File: src/rtl/z_core_mem_bridge.sv
// z_core_mem_bridge: converts the core's single-word memory request into a
// request/response valid-ready transaction, rejects misaligned accesses
// locally and reports completion with a one-cycle core_ready pulse.
// Optional build macro MEM_TIMEOUT_EN bounds the time spent in REQ+RESP to
// TIMEOUT_CYCLES cycles and completes with an error when the bound is hit.
module z_core_mem_bridge #(
  parameter int unsigned ADDR_W         = 32,
  parameter int unsigned TIMEOUT_CYCLES = 255
) (
  input  logic              clk,
  input  logic              reset,
  input  logic              core_req,
  input  logic              core_we,
  input  logic [ADDR_W-1:0] core_addr,
  input  logic [31:0]       core_wdata,
  input  logic [3:0]        core_wstrb,
  output logic [31:0]       core_rdata,
  output logic              core_ready,
  output logic              core_err,
  output logic              bus_valid,
  input  logic              bus_ready,
  output logic              bus_we,
  output logic [ADDR_W-1:0] bus_addr,
  output logic [31:0]       bus_wdata,
  output logic [3:0]        bus_wstrb,
  input  logic              bus_rvalid,
  input  logic [31:0]       bus_rdata,
  input  logic              bus_rerr,
  output logic              bus_rready
);

  localparam int unsigned DATA_W = 32;
  localparam int unsigned STRB_W = 4;

  typedef enum logic [1:0] {
    IDLE = 2'd0,
    REQ  = 2'd1,
    RESP = 2'd2,
    DONE = 2'd3
  } state_t;

  state_t              state_q;
  state_t              state_d;
  logic                bus_valid_d;
  logic                bus_rready_d;
  logic                bus_we_d;
  logic [ADDR_W-1:0]   bus_addr_d;
  logic [DATA_W-1:0]   bus_wdata_d;
  logic [STRB_W-1:0]   bus_wstrb_d;
  logic                core_ready_d;
  logic                core_err_d;
  logic [DATA_W-1:0]   core_rdata_d;
  logic                misaligned_c;
  logic                timeout_c;

  assign misaligned_c = (core_addr[1:0] != 2'b00);

`ifdef MEM_TIMEOUT_EN
  localparam int unsigned TO_W = ($clog2(TIMEOUT_CYCLES + 1) > 8) ?
                                 $clog2(TIMEOUT_CYCLES + 1) : 8;

  logic [TO_W-1:0] to_cnt_q;
  logic [TO_W-1:0] to_cnt_d;

  // Counter reaches TIMEOUT_CYCLES on the edge that ends this cycle
  assign timeout_c = ((state_q == REQ) || (state_q == RESP)) &&
                     ((to_cnt_q + TO_W'(1)) == TO_W'(TIMEOUT_CYCLES));

  // Wait counter: cleared when a request is issued, counts in REQ and RESP
  always_comb begin
    to_cnt_d = to_cnt_q;
    if ((state_q == IDLE) && core_req && !misaligned_c) begin
      to_cnt_d = '0;
    end else if ((state_q == REQ) || (state_q == RESP)) begin
      to_cnt_d = to_cnt_q + TO_W'(1);
    end
  end

  // Wait counter register
  always_ff @(posedge clk) begin
    if (reset) begin
      to_cnt_q <= '0;
    end else begin
      to_cnt_q <= to_cnt_d;
    end
  end
`else
  assign timeout_c = 1'b0;
`endif

  // Next-state and next-output logic; every output is registered below
  always_comb begin
    state_d      = state_q;
    bus_valid_d  = bus_valid;
    bus_rready_d = bus_rready;
    bus_we_d     = bus_we;
    bus_addr_d   = bus_addr;
    bus_wdata_d  = bus_wdata;
    bus_wstrb_d  = bus_wstrb;
    core_ready_d = 1'b0;
    core_err_d   = core_err;
    core_rdata_d = core_rdata;

    case (state_q)
      IDLE: begin
        if (core_req) begin
          if (misaligned_c) begin
            // Rejected locally, the bus never sees it
            state_d      = DONE;
            core_err_d   = 1'b1;
            core_rdata_d = '0;
          end else begin
            state_d     = REQ;
            bus_valid_d = 1'b1;
            bus_we_d    = core_we;
            bus_addr_d  = {core_addr[ADDR_W-1:2], 2'b00};
            bus_wdata_d = core_wdata;
            bus_wstrb_d = core_we ? core_wstrb : STRB_W'(0);
          end
        end
      end

      REQ: begin
        if (timeout_c) begin
          state_d      = DONE;
          bus_valid_d  = 1'b0;
          bus_rready_d = 1'b0;
          core_err_d   = 1'b1;
          core_rdata_d = '0;
        end else if (bus_ready) begin
          // A response arriving alongside bus_ready waits for RESP
          state_d      = RESP;
          bus_valid_d  = 1'b0;
          bus_rready_d = 1'b1;
        end
      end

      RESP: begin
        if (timeout_c) begin
          state_d      = DONE;
          bus_valid_d  = 1'b0;
          bus_rready_d = 1'b0;
          core_err_d   = 1'b1;
          core_rdata_d = '0;
        end else if (bus_rvalid) begin
          state_d      = DONE;
          bus_rready_d = 1'b0;
          core_err_d   = bus_rerr;
          core_rdata_d = bus_we ? DATA_W'(0) : bus_rdata;
        end
      end

      DONE: begin
        state_d      = IDLE;
        core_ready_d = 1'b1;
      end

      default: begin
        state_d = IDLE;
      end
    endcase
  end

  // State and output registers
  always_ff @(posedge clk) begin
    if (reset) begin
      state_q    <= IDLE;
      bus_valid  <= 1'b0;
      bus_rready <= 1'b0;
      bus_we     <= 1'b0;
      bus_addr   <= '0;
      bus_wdata  <= '0;
      bus_wstrb  <= '0;
      core_ready <= 1'b0;
      core_err   <= 1'b0;
      core_rdata <= '0;
    end else begin
      state_q    <= state_d;
      bus_valid  <= bus_valid_d;
      bus_rready <= bus_rready_d;
      bus_we     <= bus_we_d;
      bus_addr   <= bus_addr_d;
      bus_wdata  <= bus_wdata_d;
      bus_wstrb  <= bus_wstrb_d;
      core_ready <= core_ready_d;
      core_err   <= core_err_d;
      core_rdata <= core_rdata_d;
    end
  end

endmodule

File: config.mk
export PLATFORM = sky130hd
export DESIGN_NAME = z_core_mem_bridge
export DESIGN_NICKNAME = d
export VERILOG_FILES = /design/src/rtl/z_core_mem_bridge.sv
export SDC_FILE = /design/constraint.sdc
export NUM_CORES = 1
export LEC_CHECK = 0
export ABC_AREA = 0
export BUFFER_PORTS_ARGS = -buffer_cell sky130_fd_sc_hd__buf_4
export CAP_MARGIN = 20
export CORE_ASPECT_RATIO = 2
export CORE_MARGIN = 10
export CORE_UTILIZATION = 45
export CTS_BUF_LIST = sky130_fd_sc_hd__clkbuf_4 sky130_fd_sc_hd__clkbuf_8 sky130_fd_sc_hd__clkbuf_16
export CTS_CLUSTER_SIZE = 30
export DETAILED_ROUTE_END_ITERATION = 8
export PLACE_DENSITY_LB_ADDON = 0.12
export REMOVE_ABC_BUFFERS = 1
export SLEW_MARGIN = 20
export SYNTH_ARGS = -nofsm -noshare
export SYNTH_HDL_FRONTEND = slang
export SYNTH_SLANG_ARGS = --single-unit
export TNS_END_PERCENT = 1
File: constraint.sdc
create_clock -name clk -period 1.82 [get_ports clk]
set_input_delay 0.091 -clock clk [delete_from_list [all_inputs] [get_ports clk]]
set_output_delay 0.091 -clock clk [all_outputs]
set_load 0.05 [all_outputs]
==> results of run 1 <==
## flip-flops by register name, indices dropped and copies added (netlist names)
register    count
bus_rready      1
bus_addr       30
core_ready      1
state_q         2
bus_valid       1
core_err        1
bus_wstrb       4
core_rdata     32
bus_we          1
bus_wdata      32
## placed cells by master, fill, tap and decap left out, drive strengths merged
cell,synthesis,layout
a21oi,72,72
bufinv,0,1
clkbuf,12,12
dfxtp,105,105
nor2b,2,2
nand2,131,131
a221oi,1,1
inv,4,6
or2,1,1
clkinv,0,1
a31oi,1,1
o21ai,35,35
nor2,6,6
dlygate4sd3,0,78
and3,1,1
ha,6,6
a211oi,2,2
nand3,37,37
nand2b,32,32
buf,26,217
mux2i,2,2
nor3b,1,1
conb,1,2
clkinvlp,0,1
nor3,1,1
a311oi,1,1
## tightest hold or removal path, stage by stage
cell and delay (ps):
buf_4 110, nand2_1 50, a21oi_1 50
## power groups by stage
stage	registers, mW	clock network (mW)	logic (mW)
finish	2.67	2.01	2.61
global route	2.69	2.14	2.78
CTS	2.66	2.03	2.49
detailed placement	2.71	0	2.35
global placement	2.70	0	2.31
floorplan	3.43	0	0.686
## worst max-delay path by stage
stage	from	slack, ps	cells after the start	to
2_1_floorplan	state_q[0]	-650	5	core_rdata[0]
3_3_place_gp	state_q[0]	230	7	core_err
3_5_place_dp	state_q[0]	140	7	core_rdata[22]
4_1_cts	state_q[0]	90	6	bus_wdata[4]
5_1_grt	state_q[1]	1	7	core_rdata[12]
6_report	state_q[1]	100	7	core_rdata[12]
## what timing repair did
action / in CTS / in global routing
gates resized for setup: 0 / 2
endpoints found under the hold margin: 76 / 2
setup endpoints to repair: 0 / 27
hold buffers: 76 / 2
## layer usage
| metal | share of wire | global-route usage | vias up |
|---|---|---|---|
| met5 | 0 | 0 | - |
| met3 | 0.088 | 0.07770 | 33 |
| met1 | 0.36 | 0.2170 | 1986 |
| met2 | 0.52 | 0.3438 | 169 |
| li1 | - | - | 2112 |
| met4 | 0.032 | 0.09465 | 0 |
## cells by family (layout without fill, tap and decap cells)
group,after synthesis,after routing
AO/OA/AOI/OAI,112,112
adder cells (fa/ha/maj),6,6
flip-flops,105,105
other,1,2
buffers and inverters,42,316
AND/OR/NAND/NOR,212,212
multiplexers,2,2
## final cells by class
| cell class | count | area [um^2] |
|---|---|---|
| timing repair buffer | 296 | 2497 |
| sequential | 105 | 2103 |
| fill | 579 | 1939 |
| multi-input combinational | 334 | 1655 |
| clock buffer | 11 | 252.7 |
| tap | 100 | 125.1 |
| clock inverter | 5 | 60.06 |
| inverter | 4 | 15.01 |
==> metrics.txt, run 1 <==
run status=finished, final reports clean; FF-to-FF End=core_rdata[12]; Hold Path Sink=bus_wdata[6]; Compound-Gate Fraction of Synth Area=0.1465; Worst Path Max Fanout=33; layout cells sized above 1=0.3232; DRC Markers=0; cell area after synthesis=between 3000 and 4000 um^2; depth of the worst register-to-register path=7; total CTS buffers=9; CTS tree=done; arrival time at the worst endpoint=~2000 ps; switching share of power=0.3674; max-cap check violation count=0; proportion of power drawn by the clock network=0.276; Post-DRT Antenna Nets=0; synthesized flop and latch total=between 100 and 150; Largest stage delay, worst path=~340 ps; Overflow after GRT=0; Warnings, synthesis=0; pin count of the biggest net entering global routing=between 60 and 70; Flop pwr share=0.366; final WL=approximately 14 mm; Comb power frac=0.358; crit-path cells=inv_1 -> ha_1 -> mux2i_1 -> a21oi_4 -> buf_12 -> nand3_1 -> o21ai_1; die height=~150 um; top cells by count, synth=nand2_1, dfxtp_1, a21oi_1, nand3_1, nand2b_1; kind of critical path=reg2reg; Final Cell Area=6709 um^2; Area Growth Syn to Fin=67.88%; Pleak=roughly 2.9 nW; library cells used by synthesis=29; Nets=863; post-synth top area share=0.5260; Wirelength per Cell=16.80 um; reg-to-reg startpoint=state_q[1]; total track usage=0.2049; Placed Cells incl. Taps=760; fin crit period=1717 ps; Crit path buffers/inverters=2; Detailed Route Iter0 Violations=210; clock root buffer=clkbuf_16; antenna cell count=0; R2R setup slack=100 ps; Worst Setup End Kind=flip-flop; Final setup viols=0; CP max-delay cell=dfxtp_1; Pwr Total=between 7 and 8 mW; Post-synth EDFFs=0; Area after DPL=~5600 um^2; Core Area=approximately 8600 um^2; Main synth FF type=dfxtp_1; ratio of final minimum period to clock period=0.9435; worst setup margin=102.8 ps; Max VDD drop=~1.0 mV; placement row count=48; Fmax=~580 MHz; Die X=86.64 um; NetSw=approximately 2.7 mW; critical path data required time=about 2100 ps; crit start category=flip-flop; largest family of logic cells by synthesized area=simple AND/OR/NAND/NOR gates; Sink Count=approximately 110; CP top delay family=buffers and inverters; clock tree buffer depth=2; hold slack=around 2.9 ps; first-pass GRT wire length=~22 mm; mux contribution to synthesized area=0.005009; Vias=4300; Synth async-reset ratio=0; final-report max-slew violation count=0; internal cell power=between 4 and 5 mW; leading post-synthesis cells by cell area=dfxtp_1, nand2_1, a21oi_1; dpl ws=approximately 140 ps; Syn Inst Count=480; syn avg cell area=~8.3 um^2; Total Neg Setup Slack=0 ps; Synth Area in XOR/XNOR=0; endpoints failing hold=0; clk_skew=7.090 ps; Clock transition at path regs=about 70 ps; vias per cell=just over 5; hold depth=3; initial antenna violation count=0; post-synthesis adder-cell area fraction=0.01879; # Post-CTS Setup Buffers=0; post-synthesis sequential area ratio=0.5260; initial core utilization=0.4621; Synth Area in Simple Gates=0.2364; HP Start=core_wdata[6]; unrepaired setup endpoints after global routing=false; post-synth top area cell=dfxtp_1; IO Port Bufs=between 200 and 250; dpl hpwl=~10 mm; HP Class=in2reg; # IOs=212; PD cells=around 1100 nW/um^2; Clk Latency, worst-skew pair=340 ps; Cell Count, Final, Fillers Out=855; DR pass1 iterations=4; die footprint=13280 um^2; vias in the first global route=between 4000 and 5000; RePlAce Congestion=between 0.7 and 0.8; cell with the most instances after synthesis=nand2_1; final core utilization=0.7758; CTS HTree Levels=3
Power figures use the tool's default switching activity.
==> inputs of run 2 (changes only) <==
==> constraint.sdc (replaced) <==
create_clock -name clk -period 1.7 [get_ports clk]
set_input_delay 0.085 -clock clk [delete_from_list [all_inputs] [get_ports clk]]
set_output_delay 0.085 -clock clk [all_outputs]
set_load 0.05 [all_outputs]
==> run 2 against run 1 <==
Sequential power is 7.9% higher. Hold slack better by 10 ps. Non-clock buffer count grew 18. Die area did not move. Highest routed layer unchanged. Combinational power increased by 28%. Largest power group is now combinational cells. Sequential cell count stayed put. First-iteration DRC count is 1.9% lower.
==> metrics.txt, run 2 (synthesis results as in run 1) <==
Largest regs=bus_wdata (32), core_rdata (32), bus_addr (30); Worst Path Max Fanout=32; Post-DRT Antenna Nets=0; dpl hpwl=9.833 mm; Wirelength per Cell=approximately 18 um; Clock transition at path regs=around 70 ps; proportion of power drawn by the clock network=0.250; Max VDD drop=a little over 1 mV; NetSw=between 3 and 4 mW; Comb power frac=0.402; initial antenna violation count=1; pin count of the biggest net entering global routing=between 60 and 70; IO Port Bufs=209; kind of critical path=reg2reg; crit start category=flip-flop; die footprint=13280 um^2; PD cells=approximately 1200 nW/um^2; DRC Markers=0; placement row count=48; HP Class=in2reg; Worst Setup End Kind=flip-flop; total CTS buffers=9; critical path data required time=roughly 2000 ps; Clk Latency, worst-skew pair=~340 ps; Fmax=around 590 MHz; unrepaired setup endpoints after global routing=true; Overflow after GRT=0; fin crit period=between 1500 and 2000 ps; worst setup margin=around 9.7 ps; Final setup viols=0; initial core utilization=0.4621; endpoints failing hold=0; internal cell power=between 5 and 6 mW; Placed Cells incl. Taps=between 700 and 800; RePlAce Congestion=0.8657; Area Growth Syn to Fin=74.92%; CTS tree=done; Nets=~900; Flop pwr share=0.348; arrival time at the worst endpoint=1960 ps; Core Area=approximately 8600 um^2; Cell Count, Final, Fillers Out=just under 900; ratio of final minimum period to clock period=0.9943; max-cap check violation count=0; vias in the first global route=between 4000 and 5000; switching share of power=0.3734; Die X=86.64 um; vias per cell=just over 5; clk_skew=6.786 ps; Detailed Route Iter0 Violations=between 200 and 250; commonest non-fill, non-tap cells in the layout=buf_4, nand2_1, dfxtp_1, dlygate4sd3_1, a21oi_1; clock root buffer=clkbuf_16; dpl ws=-47.75 ps; commonest non-fill, non-tap cell in the layout=buf_4; clock tree buffer depth=2; layout cells sized above 1=0.3376; Sink Count=105; Pleak=2.953 nW; DR pass1 iterations=4; Vias=about 4500; total track usage=0.2187; run status=finished, final reports clean; # IOs=approximately 210; final WL=15.78 mm; die height=153.3 um; first-pass GRT wire length=approximately 24 mm; CTS HTree Levels=3; final-report max-slew violation count=0
[run 2: cell count changes in the layout (fill, tap and decap cells not counted), moves of 2 or more]
cell           delta
clkbuf_16         +3
buf_4             +3
clkinv_2          +2
ha_4              +3
inv_1             -2
ha_1              -2
clkbuf_8          -2
dlygate4sd3_1    +11
[run 2: per-stage QoR]
stage / power, mW / util / hold WS [ps] / instance area (um^2) / TNS [ps]
6_report: 8.277 / 0.8083 / 13.16 / 6990 / 0
5_1_grt: 8.602 / 0.8083 / 11.27 / 6990 / -261.9
4_1_cts: 7.660 / 0.7843 / 0.02751 / 6783 / 0
3_5_place_dp: 5.436 / 0.6463 / 309.2 / 5589 / -47.75
3_3_place_gp: 5.365 / 0.6463 / 297.1 / 5589 / 0
2_1_floorplan: 4.404 / - / 147.4 / 3750 / -65030
[run 2: area by class of cell]
class | instances | area [um^2]
diodes | 1 | 2.502
well taps | 100 | 125.1
inverters | 4 | 18.77
clock buffers | 9 | 225.2
multi-input cells | 334 | 1725
repair buffers | 314 | 2716
fillers | 546 | 1658
clock inverters | 7 | 70.07
flip-flops and latches | 105 | 2107
[run 2: power groups by stage]
| stage | clock [mW] | sequential (mW) | combinational [mW] |
|---|---|---|---|
| floorplan | 0 | 3.67 | 0.734 |
| global placement | 0 | 2.89 | 2.47 |
| detailed placement | 0 | 2.91 | 2.53 |
| CTS | 2.09 | 2.86 | 2.71 |
| global route | 2.20 | 2.91 | 3.50 |
| finish | 2.07 | 2.88 | 3.33 |
[run 2: final timing paths]
| kind | startpoint | slack [ps] | depth (start not counted) | end |
|---|---|---|---|---|
| hold / removal | core_addr[16] | 10 | 3 | bus_addr[16] |
| hold reg to reg | bus_wdata[31] | 450 | 2 | bus_wdata[31] |
| setup reg to reg | state_q[0] | 10 | 8 | core_rdata[31] |
| setup / recovery | state_q[0] | 10 | 8 | core_rdata[31] |
[run 2: worst max-delay path: stages, from the launching register on]
cell and delay [ps]:
dfxtp_4 390, clkinvlp_4 160, ha_4 230, mux2i_4 190
a21oi_4 140, buf_12 140, clkbuf_16 200, nand3_1 90
o21ai_0 70
[run 2: timing repair]
action                                  in CTS  in global routing
endpoints found under the setup margin       2                 63
resized for setup                            2                 18
pin swaps                                    0                  1
endpoints found under the hold margin       89                  0
cloned                                       0                  4
hold buffers                                89                  0
buffers inserted                             0                  2
[run 2: layer usage]
| layer | share of wire | track usage |
|---|---|---|
| met1 | 0.33 | 0.2159 |
| met2 | 0.53 | 0.3675 |
| met3 | 0.099 | 0.09792 |
| met4 | 0.043 | 0.1164 |
| met5 | 0 | 0 |
==> inputs of run 3 (changes only) <==
--- a/config.mk
+++ b/config.mk
@@ -10,7 +10,7 @@
 export CAP_MARGIN = 20
 export CORE_ASPECT_RATIO = 2
 export CORE_MARGIN = 10
-export CORE_UTILIZATION = 45
+export CORE_UTILIZATION = 48
 export CTS_BUF_LIST = sky130_fd_sc_hd__clkbuf_4 sky130_fd_sc_hd__clkbuf_8 sky130_fd_sc_hd__clkbuf_16
 export CTS_CLUSTER_SIZE = 30
 export DETAILED_ROUTE_END_ITERATION = 8
==> constraint.sdc (replaced) <==
create_clock -name clk -period 2.05 [get_ports clk]
set_input_delay 0.1025 -clock clk [delete_from_list [all_inputs] [get_ports clk]]
set_output_delay 0.1025 -clock clk [all_outputs]
set_load 0.05 [all_outputs]
==> run 3 against run 2 <==
Design area down 7.3%. Die area down 5.1%. Sequential share of layout area grew 2.3 points. Global-route usage shrank 0.95 points. Sequential power shrank 18%.
==> metrics.txt, run 3 (synthesis results as in run 1) <==
run status=finished, final reports clean; Detailed Route Iter0 Violations=roughly 250; commonest non-fill, non-tap cell in the layout=buf_4; critical path data required time=2320 ps; die footprint=around 13000 um^2; # fillers=between 500 and 600; area of the multi-input gates=around 1700 um^2; die height=roughly 150 um; antenna cell count=0; Total Neg Setup Slack=0 ps; CTS HTree Levels=3; layout cells sized above 1=0.3261; endpoints failing hold=0; initial antenna violation count=0; pin count of the biggest net entering global routing=between 60 and 70; Core Area=approximately 8200 um^2; Worst Setup End Kind=flip-flop; Worst Path Max Fanout=45; total track usage=0.2092; Sink Count=105; RePlAce Congestion=around 0.8; commonest non-fill, non-tap cells in the layout=buf_4, nand2_1, dfxtp_1, a21oi_1, dlygate4sd3_1; Vias=4231; Clk Latency, worst-skew pair=340 ps; # Post-CTS Setup Buffers=0; arrival time at the worst endpoint=2050 ps; Wirelength per Cell=around 16 um; # IOs=~210; Overflow after GRT=0; vias per cell=between 5 and 6; Area Growth Syn to Fin=62.18%; unrepaired setup endpoints after global routing=false; first-pass GRT wire length=between 20 and 25 mm; Largest regs=bus_wdata (32), core_rdata (32), bus_addr (30); Placed Cells incl. Taps=758; DR pass1 iterations=4; ratio of final minimum period to clock period=0.8678; dpl hpwl=~9.6 mm; clk_skew=6.840 ps; total CTS buffers=9; Post-DRT Antenna Nets=0; kind of critical path=reg2reg; Pwr Total=between 6 and 7 mW; IO Port Bufs=209; fin crit period=~1800 ps; final-report max-slew violation count=0; dpl ws=around 320 ps; Cell Count, Final, Fillers Out=approximately 840; crit start category=flip-flop; Clock transition at path regs=around 70 ps; FF/Latch Area=2102 um^2; placement row count=47; final WL=approximately 14 mm; clock tree buffer depth=2; number of cells upsized or downsized after cts=0; Final setup viols=0; CTS tree=done; Fmax=~560 MHz; max-cap check violation count=0; Pleak=2.761 nW; initial core utilization=0.4854; worst setup margin=between 200 and 300 ps; DRC Markers=0; Final Cell Area=between 6000 and 7000 um^2; vias in the first global route=about 4300; PD cells=965.3 nW/um^2; HP Class=in2reg; Max VDD drop=around 0.76 mV; clock root buffer=clkbuf_16; Area after DPL=between 5000 and 6000 um^2; Nets=around 850; Die X=around 85 um
run 3: per-layer routing:
layer | global-route usage | wire, um
met3 | 0.09464 | 1532
met1 | 0.2114 | 4628
met2 | 0.3502 | 6966
met4 | 0.1118 | 608
met5 | 0 | 0
run 3: through the flow:
step                hold slack (ps)    util
floorplan                     164.9       -
global placement              316.3  0.6737
detailed placement            324.8  0.6737
CTS                          0.1586  0.7872
global route                  5.777  0.7872
finish                        9.848  0.7872
run 3: layout make-up:
type	count	area share
Tap cell	98	0.01892
Inverter	4	0.002317
Clock buffer	10	0.03687
Sequential cell	105	0.3243
Multi-Input combinational cell	334	0.2550
Clock inverter	6	0.01004
Timing Repair Buffer	280	0.3525
run 3: final timing paths:
path	end	cells past startpoint	slack, ps	start
hold reg to reg	bus_wstrb[0]	2	450	bus_wstrb[0]
setup reg to reg	bus_addr[18]	6	270	state_q[1]
setup / recovery	bus_addr[18]	6	270	state_q[1]
hold / removal	bus_wdata[18]	3	10	core_wdata[18]
run 3: critical path, stage by stage (launching register included):
cell	delay, ps
dfxtp_1	360
inv_1	140
ha_1	310
and3_2	370
buf_12	250
nand2_1	110
a21oi_1	150
run 3: repair_timing:
action / in CTS / in global routing
endpoints found under the setup margin: 0 / 0
hold endpoints to repair: 63 / 0
hold buffers: 63 / 0
run 3: report_power, final:
group | switching [mW] | total, mW | internal [mW] | leakage (nW)
Combinational | 1.43 | 2.16 | 0.735 | 1.76
Sequential | 0.126 | 2.37 | 2.24 | 0.850
Clock | 0.741 | 1.72 | 0.982 | 0.149
